$ cat src/rtl/size_deconvert_pkg.sv
// Shared definitions for the byte-to-word deconverter and its sibling
// size_convert: FSM state encoding, LANES legality rule and the lane
// counter width helper.
package size_deconvert_pkg;

  // FSM state encoding (one bit, legacy-compatible constants)
  localparam logic [0:0] ST_IDLE = 1'b0;
  localparam logic [0:0] ST_FILL = 1'b1;

  // Only 1, 2 or 4 lanes per word are supported
  function automatic bit lanes_legal(input int unsigned lanes);
    return (lanes == 1) || (lanes == 2) || (lanes == 4);
  endfunction

  // Lane counter width; a 1-lane build still keeps a 1-bit counter
  function automatic int unsigned cnt_width(input int unsigned lanes);
    return (lanes > 1) ? $clog2(lanes) : 1;
  endfunction

endpackage

$ cat src/rtl/deconvert_out_reg.sv
// Single-entry output holding register with valid/ready handshake.
// A completed word loads when the register is empty or is being drained in
// the same cycle; otherwise the new word is dropped and overflow pulses for
// one cycle. data keeps its last value when valid is low.
// Ports:
//   clk, reset       - clock, synchronous active-high reset
//   load, word       - completed word strobe and value
//   ready            - downstream accept
//   data, valid      - held word and its qualifier
//   overflow         - one-cycle pulse: completed word dropped
module deconvert_out_reg #(
  parameter int unsigned W = 32
) (
  input  logic         clk,
  input  logic         reset,
  input  logic         load,
  input  logic [W-1:0] word,
  input  logic         ready,
  output logic [W-1:0] data,
  output logic         valid,
  output logic         overflow
);

  logic accept;

  // Room for a new word: empty, or the held word leaves this cycle
  assign accept = !valid || ready;

  always_ff @(posedge clk) begin
    if (reset) begin
      data     <= '0;
      valid    <= 1'b0;
      overflow <= 1'b0;
    end else begin
      overflow <= load && !accept;
      if (load && accept) begin
        data  <= word;
        valid <= 1'b1;
      end else if (valid && ready) begin
        valid <= 1'b0;
      end
    end
  end

endmodule

$ cat src/rtl/size_deconvert.sv
// Byte stream to word assembler. Bytes arriving with VALID_IN are packed
// LSB-first into an assembly buffer; each complete word is handed to a
// separate output register so assembly continues while a word waits.
// A gap in VALID_IN mid-word discards the partial word (ERR_PARTIAL).
// Ports:
//   PCLK, RESET          - clock, synchronous active-high reset
//   DATA_IN, VALID_IN    - incoming byte and qualifier (no backpressure)
//   DATA_OUT, VALID_OUT  - assembled word and qualifier
//   READY_IN             - downstream accepts word when VALID_OUT & READY_IN
//   IDLE_OUT             - FSM in IDLE
//   ERR_PARTIAL          - one-cycle pulse: partial word discarded
//   OVERFLOW             - one-cycle pulse: completed word dropped
module size_deconvert
  import size_deconvert_pkg::*;
#(
  parameter int unsigned SIZE  = 8,
  parameter int unsigned LANES = 4
) (
  input  logic                  PCLK,
  input  logic                  RESET,
  input  logic [SIZE-1:0]       DATA_IN,
  input  logic                  VALID_IN,
  output logic [SIZE*LANES-1:0] DATA_OUT,
  output logic                  VALID_OUT,
  input  logic                  READY_IN,
  output logic                  IDLE_OUT,
  output logic                  ERR_PARTIAL,
  output logic                  OVERFLOW
);

  localparam int unsigned W  = SIZE * LANES;
  localparam int unsigned CW = cnt_width(LANES);
  localparam logic [CW-1:0] LAST = CW'(LANES - 1);

  if (!lanes_legal(LANES)) begin : g_lanes_check
    $error("size_deconvert: LANES must be 1, 2 or 4");
  end

  logic [0:0]    state, state_nx;
  logic [CW-1:0] cnt, cnt_nx;
  logic [W-1:0]  asm_q, asm_nx;
  logic          word_done;
  logic          err_nx;
  logic          err_q;

  // IDLE is only ever entered with cnt==0, so IDLE and FILL share the
  // "write lane cnt" path; the state only matters for the partial check.
  always_comb begin
    state_nx  = state;
    cnt_nx    = cnt;
    asm_nx    = asm_q;
    word_done = 1'b0;
    err_nx    = 1'b0;
    if (VALID_IN) begin
      for (int unsigned k = 0; k < LANES; k++) begin
        if (cnt == CW'(k)) begin
          asm_nx[k*SIZE +: SIZE] = DATA_IN;
        end
      end
      state_nx = ST_FILL;
      if (cnt == LAST) begin
        word_done = 1'b1;
        cnt_nx    = '0;
      end else begin
        cnt_nx = cnt + 1'b1;
      end
    end else begin
      state_nx = ST_IDLE;
      cnt_nx   = '0;
      if ((state == ST_FILL) && (cnt != '0)) begin
        err_nx = 1'b1;
        asm_nx = '0;
      end
    end
  end

  always_ff @(posedge PCLK) begin
    if (RESET) begin
      state <= ST_IDLE;
      cnt   <= '0;
      asm_q <= '0;
      err_q <= 1'b0;
    end else begin
      state <= state_nx;
      cnt   <= cnt_nx;
      asm_q <= asm_nx;
      err_q <= err_nx;
    end
  end

  assign IDLE_OUT    = (state == ST_IDLE);
  assign ERR_PARTIAL = err_q;

  // asm_nx already contains the byte completing the word this cycle
  deconvert_out_reg #(
    .W(W)
  ) u_out_reg (
    .clk     (PCLK),
    .reset   (RESET),
    .load    (word_done),
    .word    (asm_nx),
    .ready   (READY_IN),
    .data    (DATA_OUT),
    .valid   (VALID_OUT),
    .overflow(OVERFLOW)
  );

endmodule

$ cat config.mk
export PLATFORM = sky130hd
export DESIGN_NAME = size_deconvert
export DESIGN_NICKNAME = d
export VERILOG_FILES = /design/src/rtl/size_deconvert_pkg.sv /design/src/rtl/deconvert_out_reg.sv /design/src/rtl/size_deconvert.sv
export SDC_FILE = /design/constraint.sdc
export NUM_CORES = 1
export LEC_CHECK = 0
export BUFFER_PORTS_ARGS = -buffer_cell sky130_fd_sc_hd__buf_2
export CORE_UTILIZATION = 54
export CTS_CLUSTER_DIAMETER = 200
export DETAILED_ROUTE_END_ITERATION = 6
export PLACE_DENSITY_LB_ADDON = 0.25
export SYNTH_ARGS = -nofsm -noshare
export SYNTH_HDL_FRONTEND = slang
export SYNTH_SLANG_ARGS = --single-unit
$ cat constraint.sdc
create_clock -name PCLK -period 2.46 [get_ports PCLK]
set_input_delay 0.369 -clock PCLK [delete_from_list [all_inputs] [get_ports PCLK]]
set_output_delay 0.369 -clock PCLK [all_outputs]
set_load 0.005 [all_outputs]
== Word-level counts from Yosys, hierarchy flattened ==
Cells that the tools add are included.
Operators by class
  add/sub/neg operators: 1
  equality and inequality tests: 3
  multiplexer cells: 12
  bitwise logic cells: 2
  reduce and logical (&&, ||, !) cells: 12
Operators with widths (count)
  two-way mux 32 bit: 2
  two-way mux 8 bit: 4
  two-way mux 1 bit: 6
  == test 2 bit (second input constant): 2
  logical AND 1 bit: 4
  nonzero test 2 bit: 2
  OR reduction 3 bit: 1
  adder 2 x 1 -> 2 bit (second input constant): 1
  == test 2 x 1 -> 1 bit (second input constant): 1
  zero test 1 bit: 2
  zero test 2 bit: 1
  NOT 1 bit: 2
  OR reduction 2 bit: 1
  logical OR 1 bit: 1
Word-level totals
  bits in registers: 70
  input port bits: 12
  logic and storage cells: 37

== Longest topological paths before layout ==
Gate-level depths: netlist (run 1).
  depth after elaboration: 5
  gate-level depth with buffers: 8
  mapped depth without buffers: 5

== Cells and area by module ==
From an unflattened synthesis (run 1), not the netlist that was laid out.
Unflattened totals
  cells, all modules: 333
  area total of the unflattened synthesis: 3418.3 um2
By module, submodules not included
  size_deconvert: times used 1, cells each 188, area an instance 1900.6 um2, seq. area each 720.7 um2
  deconvert_out_reg: times used 1, cells each 145, area an instance 1517.7 um2, seq. area each 680.7 um2

== Worst setup path before layout (run 1) ==
Ideal clock, no wire load.
  kind: register to register
  start point: reg cnt[0]
  end point: reg asm_q[2]
  setup time: 0.125 ns
  data arrival time: 1.375 ns
  data required time: 2.335 ns
  path slack: 0.961 ns
  stages on the path, launching flop included: 9
  clock period less this slack: 1.499 ns
  path through: dfxtp_1 inv_1 ha_1 buf_4 nand2b_1 buf_4 buf_6 a21oi_1 nor4_2
On the way
  longest elaborated chain between the ends: 4
  elaborated cells between the ends (all ways): 6
RTL lines
  from (decl): line size_deconvert.sv:40  | logic [CW-1:0] cnt, cnt_nx;
  from (signal assigned): line size_deconvert.sv:85  | cnt <= cnt_nx;
  nonzero test 2 bit: line size_deconvert.sv:70  | if ((state == ST_FILL) && (cnt != '0)) begin
  logical AND 1 bit: line size_deconvert.sv:70
  two-way mux 32 bit: line size_deconvert.sv:70
  two-way mux 32 bit (*): line size_deconvert.sv:54  | if (VALID_IN) begin
  to (signal assigned): line size_deconvert.sv:86  | asm_q <= asm_nx;
  to (decl): line size_deconvert.sv:41  | logic [W-1:0] asm_q, asm_nx;
Mark *: on every way between the ends. The rest lies on a longest branch, timed or not.
A chain may end at the register's enable or synchronous reset.

== Final worst setup path (run 1) ==
  start point: reg cnt[0]
  end point: reg asm_q[18]
Same word-level chain as after synthesis.

==> flow_summary.yaml, run 1 <==
floorplanning:
  dieHeight_microns: 79.7
  fp.dieArea_sq_um: 6360
  std_cell_rows: 27
  core_area_sq_um: 5680
  floorplan.io_pins: 48
  chipWidth_microns: 79.7
  floorplan.initialDensity_pct: 57.5
routing:
  detailroute.wirelength.met2_microns: 3610
  route.layer.met1.wl_microns: 3360
  drt_iter0_markers: 155
  drt-wirelength-per-cell_microns: 16.9
  route.detailed.drc: 0
  first_pass_iters: 4
  top_layer: "met4"
  via_count: 2627
  wl_microns: 7500
  mean_number_of_vias_per_cell: 5.90
  ant_nets: 0
  dr_wl_met3_microns: 322
placed_design:
  post-place-ws_ps: 660
  dpl.hpwl_microns: 4960
  io_buffer_count: 47
  gpl.final_weighted_congestion: 0.753
clock_network:
  cts.root.buffer_cell: "sky130_fd_sc_hd__clkbuf_8"
  cts-root-to-sink-buffers: 2
  cts_tree: "built"
  clkTransAtPathRegs_ps: 70
  cts_htree_levels: 3
  cts_sinks: 69
  post_cts_resize_count: 0
  cts_inserted_buffers: 9
  postCtsSetupRepairBufs: 0
  clk-insertion-delay-late_ps: 340
  postCtsHoldBufs: 0
sta:
  timing.max_slew.rel_slack_pct: 53.7
  timing.final.crit_period_ps: 1820
  fmax_ghz: 0.549
  worstMarginPinSlew_ps: 695
  hold_viol: 0
  final.setup.tns_ps: 0
  setup_repair_after_global_routing_missed_its_margin: "false"
  final.setup_skew_ps: 7.79
  final-setup-viol-count: 0
  setup_slack_ps: 638
  timing.final.crit_share_pct: 74.1
  final_max_slew_viols: 0
setup_path:
  critical_path.max_fanout: 18
  r2r_setup_slack_ps: 640
  regToRegEndpoint: "asm_q[18]"
  crit_arrival_ps: 2090
  worst_reg_to_reg_cells: 6
  criticalPathCategory: "flip-flop to flip-flop"
  crit_end_category: "flip-flop"
  timing.rr.start: "cnt[0]"
  cp.required_ps: 2730
  timing.critical_path.from_type: "flip-flop"
global_routing:
  grt_first_pass_wirelength_microns: 12600
  vias_in_the_first_global_route: 2549
  grt_antenna_before_repair: 0
  overflow: 0
  grt_usage_pct: 26.1
  grt_start_max_net_pins: 30
synthesis:
  synth.cell_area_sq_um: 3260
  postSynth.asyncResetShare_pct: 0
  synth.yosys.warnings: 0
  yosysUniqueCellTypes: 35
  post_synth_inst_count: 338
  synthesis.area_per_instance_sq_um: 9.65
  synth-seq-cells: 69
  synth.net_count: 355
  synthFlopType: "sky130_fd_sc_hd__dfxtp_1"
  yosysSeqAreaShare_pct: 42.3
  synth_enable_flop_cells: 0
layout:
  filler_cell_count: 483
  area_delta_synth_final_pct: 9.36
  nNetsFinal: 387
  drive_above_1_share_pct: 34.6
  layout.cells.most_common_list: "sky130_fd_sc_hd__dfxtp_1 (69), sky130_fd_sc_hd__buf_2 (47), sky130_fd_sc_hd__a21oi_1 (37)"
  layout_commonest_cell: "sky130_fd_sc_hd__dfxtp_1"
  diodes: 0
outcome:
  run_status: "finished clean"
pwr:
  static-leakage-power_nw: 1.39
  power_density_nw_per_um2: 585
  worst_ir_drop_vdd_v: 0.000263
hold_path:
  hold_end: "u_out_reg.data[31]"
  hold_path.startpoint: "DATA_IN[7]"
  min-delay-path-class: "primary input to flip-flop"
  min_path_cells: 3
job:
  max_cap_viols: 0
-- layout make-up --
class / instances / area [sq um] / area share (%)
well taps: 72 / 90.1 / 2.53
flip-flops and latches: 69 / 1380 / 38.7
inverters: 4 / 15.0 / 0.421
clock buffers: 11 / 131 / 3.68
repair buffers: 55 / 295 / 8.28
clock inverters: 3 / 15.0 / 0.421
multi-input cells: 231 / 1640 / 45.9
-- power breakdown --
part	switching (W)	internal, W	total, W	leakage [nW]
clock	0.000395	0.000350	0.000745	0.0788
sequential	0.0000156	0.00114	0.00116	0.559
combinational	0.000120	0.0000647	0.000185	0.748
-- stage by stage --
step | total power [W] | hold slack [ps] | util [%] | cells | instance area (sq um)
final | 0.00209 | 334 | 62.9 | 445 | 3570
after global routing | 0.00218 | 350 | 62.9 | 445 | 3570
after CTS | 0.00210 | 320 | 62.9 | 445 | 3570
after detailed placement | 0.00136 | 443 | 60.3 | 431 | 3420
after global placement | 0.00136 | 440 | 60.3 | 431 | 3420
after floorplan | 0.00132 | 452 | - | 338 | 3260
-- logic make-up (layout without fill, tap and decap cells) --
group | Yosys count | count (layout) | share of synthesized area [%]
mux | 22 | 22 | 7.60
fa+ha+maj | 5 | 5 | 1.92
flops | 69 | 69 | 42.3
buf+inv | 38 | 73 | 7.48
compound gates | 76 | 76 | 15.6
simple gates | 128 | 128 | 25.1
-- Yosys cell counts, types with 3 or more instances --
master                      number  area share, %
sky130_fd_sc_hd__buf_1           4           0.46
sky130_fd_sc_hd__nor3_1         17            2.6
sky130_fd_sc_hd__nor4_2          7            2.7
sky130_fd_sc_hd__nor3_2         28            8.6
sky130_fd_sc_hd__nor2_1         17            2.0
sky130_fd_sc_hd__ha_1            5            1.9
sky130_fd_sc_hd__buf_2          13            2.0
sky130_fd_sc_hd__a21oi_2        19            5.1
sky130_fd_sc_hd__o2bb2ai_1       8            2.1
sky130_fd_sc_hd__mux2_1         22            7.6
sky130_fd_sc_hd__o22ai_1         8            1.5
sky130_fd_sc_hd__dfxtp_1        69             42
sky130_fd_sc_hd__inv_1           3           0.35
sky130_fd_sc_hd__clkbuf_1        4           0.46
sky130_fd_sc_hd__a21oi_1        37            5.7
sky130_fd_sc_hd__buf_4           9            2.1
sky130_fd_sc_hd__nand3_1        23            3.5
sky130_fd_sc_hd__nand2_1        22            2.5
-- critical path: stages (launching register included) --
cell                       delay [ps]
sky130_fd_sc_hd__dfxtp_1          350
sky130_fd_sc_hd__inv_1            100
sky130_fd_sc_hd__ha_1             160
sky130_fd_sc_hd__nand2b_1         560
sky130_fd_sc_hd__buf_4            330
sky130_fd_sc_hd__nand3_1          100
sky130_fd_sc_hd__a21oi_1          150
-- per-layer routing --
metal / vias up / track usage, %
li1: 1263 / -
met1: 1269 / 33.2
met2: 76 / 41.8
met3: 19 / 5.37
met4: 0 / 12.4
met5: - / 0
-- registers in the layout, indices dropped and copies added, names as in the netlist --
signal	count
u_out_reg.data	32
asm_q	31
cnt	2
ERR_PARTIAL	1
state	1
u_out_reg.overflow	1
u_out_reg.valid	1
-- worst max-delay path by stage --
stage | slack [ps] | from | endpoint
floorplan | 960 | cnt[0] | asm_q[2]
global placement | 720 | cnt[0] | asm_q[24]
detailed placement | 660 | cnt[0] | asm_q[21]
CTS | 640 | cnt[0] | asm_q[27]
global route | 440 | cnt[0] | asm_q[21]
finish | 640 | cnt[0] | asm_q[18]
Power figures use the tool's default switching activity.
==> run 2: changes to the inputs <==
CORE_UTILIZATION = 51   (was 54)
clock period = 1.6 ns   (was 2.46 ns; I/O delays follow)
==> flow_summary.yaml, run 2 (synthesis gave the netlist of run 1 again) <==
outcome:
  run_status: "finished clean"
job:
  max_cap_viols: 0
sta:
  timing.max_slew.rel_slack_pct: 73.3
  fmax_ghz: 0.665
  worstMarginPinSlew_ps: 401
  hold_viol: 0
  hold_ws_ps: 217
  final-setup-viol-count: 0
  timing.final.crit_share_pct: 94.0
  final_max_slew_viols: 0
  timing.final.crit_period_ps: 1500
  final.setup_skew_ps: 10.8
  setup_repair_after_global_routing_missed_its_margin: "false"
  final.setup.tns_ps: 0
layout:
  diodes: 0
  area_delta_synth_final_pct: 17.3
  largest_register: "u_out_reg.data"
  layout_commonest_cell: "sky130_fd_sc_hd__dfxtp_1"
  layout.cells.most_common_list: "sky130_fd_sc_hd__dfxtp_1 (68), sky130_fd_sc_hd__buf_2 (47), sky130_fd_sc_hd__a21oi_1 (37)"
  nNetsFinal: 398
  number_of_flip_flops_in_the_largest_register: 32
  drive_above_1_share_pct: 39.1
  registers_with_the_most_flip_flops: "u_out_reg.data: 32 flops, asm_q: 31 flops, cnt: 2 flops"
pwr:
  static-leakage-power_nw: 1.50
  swShare_pct: 24.0
  internal_power_w: 0.00272
  worst_ir_drop_vdd_v: 0.000585
  seq_power_share_pct: 49.8
  power_density_nw_per_um2: 933
  p_comb_share_pct: 8.7
  pwr-share-clk_pct: 41.5
  switchingPower_w: 0.000856
setup_path:
  critPathMostFrequentCell: "sky130_fd_sc_hd__nor3_1"
  timing.critical_path.from_type: "flip-flop"
  worstPathCellList: "inv_1 > ha_1 > buf_12 > mux2_1 > nor3_1 > nor3_1"
  critical_path.max_fanout: 8
  critical-path-slowest-cell: "sky130_fd_sc_hd__dfxtp_1"
  cp.required_ps: 1830
  criticalPathCategory: "flip-flop to flip-flop"
  timing.rr.start: "cnt[1]"
  critPathLaunch: "cnt[1]"
  worst_path_largest_cell_delay_ps: 380
  crit_arrival_ps: 1730
  crit_end_category: "flip-flop"
floorplanning:
  fp.dieArea_sq_um: 6720
  dieHeight_microns: 82.0
  core_area_sq_um: 6060
  floorplan.initialDensity_pct: 53.8
  std_cell_rows: 28
  floorplan.io_pins: 48
  chipWidth_microns: 82.0
clock_network:
  clk-insertion-delay-late_ps: 340
  cts_sinks: 69
  cts.root.buffer_cell: "sky130_fd_sc_hd__clkbuf_8"
  cts_htree_levels: 3
  cts-root-to-sink-buffers: 2
  cts_inserted_buffers: 9
  clkTransAtPathRegs_ps: 70
  cts_tree: "built"
placed_design:
  dpl.hpwl_microns: 5240
  io_buffer_count: 47
  gpl.final_weighted_congestion: 0.785
global_routing:
  grt_usage_pct: 25.0
  grt_antenna_before_repair: 0
  overflow: 0
  grt_first_pass_wirelength_microns: 12500
  grt_start_max_net_pins: 26
  vias_in_the_first_global_route: 2582
routing:
  via_count: 2658
  mean_number_of_vias_per_cell: 5.77
  drt_iter0_markers: 177
  drt-wirelength-per-cell_microns: 16.9
  first_pass_iters: 4
  route.detailed.drc: 0
  wl_microns: 7810
  ant_nets: 0
hold_path:
  min-delay-path-class: "primary input to flip-flop"
  hold_path.startpoint: "DATA_IN[7]"
run 2: cell count changes in the layout (fill, tap and decap cells not counted), sizes merged:
cell	before	now
bufinv	0	1
clkinv	3	1
clkbuf	11	13
buf	55	66
clkinvlp	0	1
run 2: routing by layer:
layer | track usage [%] | vias up | routed length (microns)
met5 | 0 | - | 0
met4 | 11.8 | 0 | 182
met3 | 4.56 | 15 | 242
met2 | 42.6 | 48 | 3970
met1 | 30.3 | 1307 | 3410
li1 | - | 1288 | -
run 2: final timing paths:
check	depth (start not counted)	end	slack (ps)
setup reg to reg	6	u_out_reg.data[8]	100
setup / recovery	6	u_out_reg.data[8]	100
hold / removal	3	u_out_reg.data[31]	220
hold reg to reg	1	u_out_reg.data[4]	460
run 2: area by class of cell:
type	instances	area (sq um)
Tap cell	75	93.8
Clock buffer	13	169
Timing Repair Buffer	66	453
Clock inverter	3	42.5
Inverter	4	15.0
Fill cell	527	2230
Multi-Input combinational cell	231	1670
Sequential cell	69	1380
run 2: worst max-delay path: cells and delay by family (launching register included):
family                     cells  cell delay [ps]
and+or+nand+nor                2              230
DFF                            1              380
buffers and inverters          2              220
muxes                          1              350
adders and majority gates      1              210
run 2: stage by stage:
step | setup slack [ps] | std cells | power (W) | instance area, sq um | utilization [%]
6_report | 95.8 | 461 | 0.00357 | 3830 | 63.2
5_1_grt | 3.94 | 461 | 0.00370 | 3830 | 63.2
3_3_place_gp | 47.4 | 445 | 0.00212 | 3580 | 59.1
4_1_cts | 14.5 | 461 | 0.00360 | 3790 | 62.6
2_1_floorplan | 101 | 338 | 0.00202 | 3260 | -
3_5_place_dp | 25.1 | 445 | 0.00212 | 3580 | 59.1
run 2: power by group through the flow:
stage | clock (W) | combinational [W] | sequential (W)
finish | 0.00148 | 0.000311 | 0.00178
global route | 0.00158 | 0.000338 | 0.00178
CTS | 0.00151 | 0.000309 | 0.00178
detailed placement | 0 | 0.000307 | 0.00182
global placement | 0 | 0.000303 | 0.00181
floorplan | 0 | 0.000212 | 0.00181
run 2: repair_timing:
item	in CTS	in global routing
setup endpoints to repair	0	21
gates resized for setup	0	8
hold buffers	0	0
buffers inserted	0	0
